### src/rtl/cpu_types_pkg.sv
// cpu_types_pkg: shared types for the memory stage.
//   word_t     - 32-bit machine word
//   memstate_t - memory-stage FSM state (IDLE/REQ/DONE)
//   memreq_t   - request captured from the EX/MEM latch
package cpu_types_pkg;

    typedef logic [31:0] word_t;

    typedef enum logic [1:0] {
        IDLE = 2'd0,
        REQ  = 2'd1,
        DONE = 2'd2
    } memstate_t;

    typedef struct packed {
        word_t addr;
        word_t data;
        logic  store;
        logic  atomic;
    } memreq_t;

    localparam logic [7:0] WAIT_MAX = 8'hFF;

    // Reservations are tracked per word, so the byte offset is dropped.
    function automatic logic [29:0] word_idx(input word_t a);
        return a[31:2];
    endfunction

endpackage

### src/rtl/llsc_link.sv
// llsc_link: load-linked reservation register with SC match and snoop invalidate.
//   clk, rst_n           - clock, asynchronous active-low reset
//   ll_done              - LL completed; reserve done_idx
//   st_done              - plain store completed to done_idx
//   sc_done              - successful SC completed; drop reservation
//   done_idx             - word index of the completing access
//   chk_idx              - word index of the SC being evaluated
//   ccinv, snoop_idx     - coherence invalidate and its word index
//   sc_ok                - SC at chk_idx may proceed this cycle
module llsc_link
    import cpu_types_pkg::*;
(
    input  logic        clk,
    input  logic        rst_n,
    input  logic        ll_done,
    input  logic        st_done,
    input  logic        sc_done,
    input  logic [29:0] done_idx,
    input  logic [29:0] chk_idx,
    input  logic        ccinv,
    input  logic [29:0] snoop_idx,
    output logic        sc_ok
);

    logic        link_valid;
    logic [29:0] link_addr;
    logic        inv_hit;

    assign inv_hit = ccinv && snoop_idx == link_addr;
    // A same-cycle invalidate beats the SC check.
    assign sc_ok   = link_valid && link_addr == chk_idx && !inv_hit;

    always_ff @(posedge clk or negedge rst_n) begin
        if (!rst_n) begin
            link_valid <= 1'b0;
            link_addr  <= '0;
        end else if (ll_done) begin
            // A snoop to the word being reserved kills the new reservation.
            link_valid <= !(ccinv && snoop_idx == done_idx);
            link_addr  <= done_idx;
        end else if (inv_hit || sc_done || (st_done && done_idx == link_addr)) begin
            link_valid <= 1'b0;
        end
    end

endmodule

### src/rtl/mem_stage.sv
// mem_stage: memory pipeline stage driving the data cache, with LL/SC support.
//   CLK, nRST                 - clock, asynchronous active-low reset
//   dMemREN_in, dMemWEN_in    - load / store request from EX/MEM
//   Atomic_in                 - LL with REN, SC with WEN
//   addr_in, store_in         - effective address, store data
//   flush                     - discard a request not yet issued
//   dhit, dmemload            - cache completion and read data
//   ccinv, ccsnoopaddr        - coherence invalidate and address
//   dmemREN, dmemWEN          - cache request
//   dmemaddr, dmemstore       - cache address and store data
//   load_out                  - load data, or SC status (1 pass / 0 fail)
//   done_out                  - one-cycle completion pulse
//   stall_out                 - holds the upstream latch
//   wait_cnt                  - saturating dhit wait cycles of current access
module mem_stage
    import cpu_types_pkg::*;
(
    input  logic        CLK,
    input  logic        nRST,
    input  logic        dMemREN_in,
    input  logic        dMemWEN_in,
    input  logic        Atomic_in,
    input  logic [31:0] addr_in,
    input  logic [31:0] store_in,
    input  logic        flush,
    input  logic        dhit,
    input  logic [31:0] dmemload,
    input  logic        ccinv,
    input  logic [31:0] ccsnoopaddr,
    output logic        dmemREN,
    output logic        dmemWEN,
    output logic [31:0] dmemaddr,
    output logic [31:0] dmemstore,
    output logic [31:0] load_out,
    output logic        done_out,
    output logic        stall_out,
    output logic [7:0]  wait_cnt
);

    memstate_t state;
    memreq_t   req;
    logic      req_valid;
    logic      is_sc;
    logic      sc_ok;
    logic      complete;
    logic      unused;

    assign req_valid = (dMemREN_in || dMemWEN_in) && !flush;
    // REN+WEN together is a store, so WEN alone decides the op.
    assign is_sc     = Atomic_in && dMemWEN_in;
    assign complete  = state == REQ && dhit;
    assign unused    = ^ccsnoopaddr[1:0];

    assign dmemREN   = state == REQ && !req.store;
    assign dmemWEN   = state == REQ && req.store;
    assign dmemaddr  = req.addr;
    assign dmemstore = req.data;
    assign done_out  = state == DONE;
    assign stall_out = state == REQ || (state == IDLE && req_valid);

    llsc_link u_link (
        .clk      (CLK),
        .rst_n    (nRST),
        .ll_done  (complete && !req.store && req.atomic),
        .st_done  (complete && req.store && !req.atomic),
        .sc_done  (complete && req.store && req.atomic),
        .done_idx (word_idx(req.addr)),
        .chk_idx  (word_idx(addr_in)),
        .ccinv    (ccinv),
        .snoop_idx(word_idx(ccsnoopaddr)),
        .sc_ok    (sc_ok)
    );

    always_ff @(posedge CLK or negedge nRST) begin
        if (!nRST) begin
            state    <= IDLE;
            req      <= '0;
            load_out <= '0;
            wait_cnt <= '0;
        end else begin
            case (state)
                IDLE: if (req_valid) begin
                    req <= '{addr: addr_in, data: store_in, store: dMemWEN_in, atomic: Atomic_in};
                    if (is_sc && !sc_ok) begin
                        // Failed SC never touches memory.
                        state    <= DONE;
                        load_out <= '0;
                    end else begin
                        state    <= REQ;
                        wait_cnt <= '0;
                    end
                end
                REQ: if (dhit) begin
                    state <= DONE;
                    if (!req.store)
                        load_out <= dmemload;
                    else if (req.atomic)
                        load_out <= 32'd1;
                end else if (wait_cnt != WAIT_MAX) begin
                    wait_cnt <= wait_cnt + 8'd1;
                end
                DONE: state <= IDLE;
                default: state <= IDLE;
            endcase
        end
    end

endmodule

### config.mk
export PLATFORM = sky130hd
export DESIGN_NAME = mem_stage
export DESIGN_NICKNAME = d
export VERILOG_FILES = /design/src/rtl/cpu_types_pkg.sv /design/src/rtl/llsc_link.sv /design/src/rtl/mem_stage.sv
export SDC_FILE = /design/constraint.sdc
export NUM_CORES = 1
export LEC_CHECK = 0
export CAP_MARGIN = 40
export CORE_MARGIN = 1.5
export CORE_UTILIZATION = 30
export DETAILED_ROUTE_END_ITERATION = 10
export MAX_ROUTING_LAYER = met4
export PLACE_DENSITY = 0.58
export SYNTH_ARGS = -nofsm -noshare
export SYNTH_HDL_FRONTEND = slang
export SYNTH_SLANG_ARGS = --single-unit
### constraint.sdc
create_clock -name CLK -period 5.4 [get_ports CLK]
set_clock_uncertainty 0.1 [all_clocks]
set_input_delay 1.35 -clock CLK [delete_from_list [all_inputs] [get_ports CLK]]
set_output_delay 1.35 -clock CLK [all_outputs]
set_load 0.02 [all_outputs]
==> run metrics, run 1 <==
Hold Fails Final Rpt=0; Unique masters post-synth=44; outcome=completed; Min Hold Slack=0.3759 ns; Resize count post-CTS=0; Critical Path Start Type=input pin; max_cap viols=0; Worst slew margin=0.4423; Max VDD drop=between 0.15 and 0.2 mV; Synth top area share=0.4458; clock root buffer=clkbuf_16; ANT nets after route=0; EDFF count, synth=0; Post-CTS Hold Buffers=0; PD cells=515.4 nW/um^2; fin. max-slew vios=0; Period minus WS final=4.761 ns; FMAX=0.2100 GHz; commonest cells in the netlist=nand2_1 (238), dfrtp_1 (139), xnor2_1 (84); Synth area leaders=dfrtp_1 (45%), nand2_1 (11%), xnor2_1 (9.4%); Worst Path Arrival=around 3.3 ns; Mapped Cells=859; YS warnings=0; most frequent cell after synthesis=nand2_1; clock-pin slew on the worst setup and hold paths=0.06 ns; DIE WIDTH=164.3 um; antenna violations before repair=1; flop and latch count out of synthesis=139; H-tree depth=4; die area=26980 um^2; DR vias=6495; Post-synth ARST share=1.000; Initial Util=0.3081; Required @ worst endpoint=3.95 ns; Final #Nets=1163; GP Congestion=~0.77; leakage power=about 4.6 nW; mapped cell area=around 7800 um^2; vias in the first global route=roughly 6600; Setup TNS=0 ns; initial drt markers=461; worst-skew pair later-pin latency=0.42 ns; Detail Placement HPWL=between 15000 and 20000 um; Crit Path Category=in2out; RSZ-0062 raised after global routing=false; crit share post-route=0.8817; area leader, netlist=dfrtp_1; clk buf depth=2; DRC Markers=0; number of port buffers=241; row count=58; DR pass1 iterations=4; die height=164.3 um; main flop type after synthesis=dfrtp_1; worst min-delay path class=reg2reg; first-pass GRT wire length=approximately 37000 um; Area Growth Syn to Fin=36.74%; core area=25330 um^2; Seq/Total Area, Yosys=0.4458; TritonCTS clock tree=yes; GR Overflow Total=0; syn_nets=996; vias per cell=between 4 and 5; buffer count from post-CTS setup fixing=0; I/O Pins=244; per-cell routed wire length=17.20 um; Sink Count=139; largest net degree at the start of global routing=81; share of layout cells above drive strength 1=0.08277; Routed WL=23570 um; Slew @ Worst Pin=0.8366 ns; Num CTS Buffers=17; crit end category=output port; Setup Viol. Count Final=0; gr usage total=0.1838; syn_area_per_cell=9.083 um^2; Crit Path Max Fanout=5
==> state kept, by name, summed over array words and instances (netlist names) <==
| signal | cells |
|---|---|
| state | 2 |
| req | 2 |
| u_link.link_valid | 1 |
| dmemaddr | 32 |
| wait_cnt | 8 |
| u_link.link_addr | 30 |
| dmemstore | 32 |
| load_out | 32 |
==> stage by stage <==
step | cell area (um^2) | power, mW | util | setup WS [ns] | std cells
CTS | 10670 | 5.576 | 0.4212 | 0.6375 | 1369
global placement | 10070 | 4.283 | 0.3975 | 0.6257 | 1337
detailed placement | 10070 | 4.329 | 0.3975 | 0.6389 | 1337
finish | 10670 | 5.498 | 0.4213 | 0.6390 | 1370
global route | 10670 | 5.866 | 0.4213 | 0.5555 | 1370
floorplan | 7802 | 3.454 | - | 1.424 | 859
==> worst max-delay path: stages <==
cell and delay (ns):
clkdlybuf4s50_1 0.57, nor2_1 0.11, or4_2 0.57, nand2_1 0.10
clkdlybuf4s50_1 0.61
==> cells in the final DEF, fill, tap and decap left out, types with 2 or more instances in the layout <==
cell type and instances:
a21oi_1 37, a31oi_1 4, and3_1 3, buf_4 11, bufinv_16 3, clkbuf_16 17
clkdlybuf4s50_1 240, clkinv_2 3, clkinvlp_4 4, dfrtp_1 139, inv_1 34, inv_6 3
mux2_2 30, mux2i_1 2, nand2_1 238, nand2b_1 3, nand3_1 7, nand4_1 21
nor2_1 12, nor2b_1 4, nor3_1 32, nor4_1 13, nor4_2 2, o21a_1 2
o21ai_1 2, o311ai_1 29, o311ai_2 2, xnor2_1 84, xor2_1 36
==> report_power, final <==
part | total (mW) | internal (mW) | switching [mW]
Combinational | 2.39 | 1.17 | 1.21
Clock | 1.21 | 0.729 | 0.483
Sequential | 1.90 | 1.44 | 0.459
==> area by class of cell <==
cell class                      count  area, um^2
Multi-Input combinational cell    582        3552
Sequential cell                   139        3478
Tap cell                          330       412.9
Inverter                           34       127.6
Clock inverter                     14       170.2
Clock buffer                       18       429.2
Timing Repair Buffer              252        2496
Fill cell                        2476       14660
Antenna cell                        1       2.502
==> path summary, 6_finish.rpt <==
kind | start | to | slack [ns] | cells after the start
min in group asynchronous | nRST | dmemaddr[5]$_DFFE_PN0P_ | 0.89 | 1
min | dmemstore[21]$_DFFE_PN0P_ | dmemstore[21]$_DFFE_PN0P_ | 0.38 | 2
max | dMemWEN_in | stall_out | 0.64 | 5
max reg2reg | state[0]$_DFFE_PN0P_ | u_link.link_addr[19]$_DFFE_PN0P_ | 2.52 | 8
max in group asynchronous | nRST | dmemstore[31]$_DFFE_PN0P_ | 3.36 | 2
min reg2reg | dmemstore[21]$_DFFE_PN0P_ | dmemstore[21]$_DFFE_PN0P_ | 0.38 | 2
==> cell families (layout without fill, tap and decap cells) <==
logic type               after synthesis  after routing  share of synthesized area
XOR/XNOR                             120            120                     0.1347
AO/OA/AOI/OAI                         89             89                    0.08194
flip-flops                           139            139                     0.4458
multiplexers                          32             32                    0.04586
buffers and inverters                138            318                     0.1007
other                                  0              1                          0
adder cells (fa/ha/maj)                1              1                   0.001603
AND/OR/NAND/NOR                      340            340                     0.1894
==> routing by layer <==
layer | vias to the layer above | wire length (um) | track usage
li1 | 3145 | - | -
met1 | 3154 | 10620 | 0.2379
met2 | 182 | 11280 | 0.2923
met3 | 14 | 1449 | 0.04015
met4 | 0 | 223 | 0.04380
met5 | - | 0 | -
Note: power is estimated with default switching activity, not from simulation.
==> run 2: changes to the inputs <==
--- a/config.mk
+++ b/config.mk
@@ -6,7 +6,6 @@
 export NUM_CORES = 1
 export LEC_CHECK = 0
 export CAP_MARGIN = 40
-export CORE_MARGIN = 1.5
 export CORE_UTILIZATION = 30
 export DETAILED_ROUTE_END_ITERATION = 10
 export MAX_ROUTING_LAYER = met4
==> run metrics, run 2 (same netlist as run 1, synthesis figures left out) <==
outcome=completed; Crit Path Max Fanout=5 (unchanged); clock root buffer=clkbuf_16; Period minus WS final=4.761 ns (-0.0003640 ns); DIE WIDTH=163.3 um (-0.61%); fin. max-slew vios=0 (unchanged); Setup TNS=0 ns (unchanged); buffer count from post-CTS setup fixing=0 (unchanged); DRC Markers=0 (unchanged); worst-skew pair later-pin latency=0.43 ns (about the same); vias in the first global route=6355 (-3.6%); crit share post-route=0.8816 (about the same); RSZ-0062 raised after global routing=false; FMAX=0.2101 GHz (about the same); PD cells=514.9 nW/um^2 (about the same); Max VDD drop=0.2027 mV (+9.4%); Final #Nets=1164 (+0.086%); Num CTS Buffers=17 (unchanged); Crit Path Category=in2out; Area Growth Syn to Fin=37.32%; core area=25330 um^2 (unchanged); Slew @ Worst Pin=0.8733 ns (+0.03668 ns); DR vias=6410 (-1.3%); number of port buffers=241 (unchanged); Initial Util=0.3081 (unchanged); Sink Count=139 (unchanged); antenna violations before repair=2 (+1); GP Congestion=0.7851 (+2.2%); final instance area=10710 um^2 (+0.42%); vias per cell=4.672 (-1.5%); die height=163.3 um (-0.61%); die area=26660 um^2 (-1.2%); Detail Placement HPWL=16450 um (-1.3%); Routed WL=23280 um (-1.2%); Required @ worst endpoint=3.95 ns (about the same); max_cap viols=0 (unchanged); most common cell after layout, fill and taps aside=clkdlybuf4s50_1; first-pass GRT wire length=35910 um (-2.6%); share of layout cells above drive strength 1=0.08462 (+0.001843); Worst Path Arrival=3.31 ns (about the same); setup slack after layout=0.6394 ns (+0.0003640 ns); Min Hold Slack=0.3719 ns (-0.003998 ns); ANT nets after route=0 (unchanged); per-cell routed wire length=16.97 um (-1.4%); Post-CTS Hold Buffers=0 (unchanged); GR Overflow Total=0 (unchanged); worst min-delay path class=reg2reg; initial drt markers=374 (-19%); leakage power=4.603 nW (+0.39%); most frequent cells in the layout=clkdlybuf4s50_1 (240), nand2_1 (238), dfrtp_1 (139); DR pass1 iterations=4 (unchanged); Resize count post-CTS=0 (unchanged); clk buf depth=2 (unchanged); area post-placement=10090 um^2 (+0.27%); Critical Path Start Type=input pin; crit end category=output port; largest net degree at the start of global routing=77 (-4.9%); Setup Viol. Count Final=0 (unchanged); Pwr Total=5.517 mW (+0.33%); clock-pin slew on the worst setup and hold paths=0.06 ns (about the same); gr usage total=0.1825 (-0.001267); TritonCTS clock tree=yes; Setup WS pre-CTS=0.6396 ns (+0.0006970 ns); Worst slew margin=0.4178 (-0.02445); I/O Pins=244 (unchanged); H-tree depth=4 (unchanged); Hold Fails Final Rpt=0 (unchanged); row count=58 (unchanged)
[run 2: cell types whose count changed in the layout (fill, tap and decap cells not counted), sizes merged]
cell,delta
buf,+1
clkbuf,-1
diode,+1
inv,+1
[run 2: critical path, stage by stage]
cell and delay, ns:
clkdlybuf4s50_1 0.58, nor2_1 0.12, or4_2 0.56, nand2_1 0.09
clkdlybuf4s50_1 0.61
[run 2: per-stage QoR]
step,cells,util
floorplan,859,-
finish,1372,0.4230
CTS,1370,0.4228
global route,1372,0.4230
global placement,1337,0.3975
detailed placement,1338,0.3986
[run 2: path summary, 6_finish.rpt]
check	start	end	slack (ns)	cells past startpoint
max in group asynchronous	nRST	load_out[1]$_DFFE_PN0P_	3.38	3
min in group asynchronous	nRST	wait_cnt[1]$_DFFE_PN0P_	0.67	1
hold reg to reg	dmemstore[30]$_DFFE_PN0P_	dmemstore[30]$_DFFE_PN0P_	0.37	2
setup / recovery	dMemWEN_in	stall_out	0.64	5
hold / removal	dmemstore[30]$_DFFE_PN0P_	dmemstore[30]$_DFFE_PN0P_	0.37	2
setup reg to reg	state[0]$_DFFE_PN0P_	dmemstore[0]$_DFFE_PN0P_	2.75	5
[run 2: area by class of cell]
cell class	count	area, um^2
Fill cell	2457	14610
Multi-Input combinational cell	582	3552
Sequential cell	139	3478
Timing Repair Buffer	253	2524
Clock buffer	17	425.4
Tap cell	330	412.9
Clock inverter	15	188.9
Inverter	34	127.6
Antenna cell	2	5.005
[run 2: per-layer routing]
layer | share of wire | track usage | up-vias
li1 | - | - | 3149
met1 | 0.47 | 0.2393 | 3044
met5 | 0 | - | -
met2 | 0.46 | 0.2772 | 194
met3 | 0.059 | 0.04393 | 23
met4 | 0.017 | 0.05480 | 0
[run 2: power by group]
group | switching (mW) | internal, mW
Sequential | 0.465 | 1.44
Clock | 0.499 | 0.735
Combinational | 1.20 | 1.18
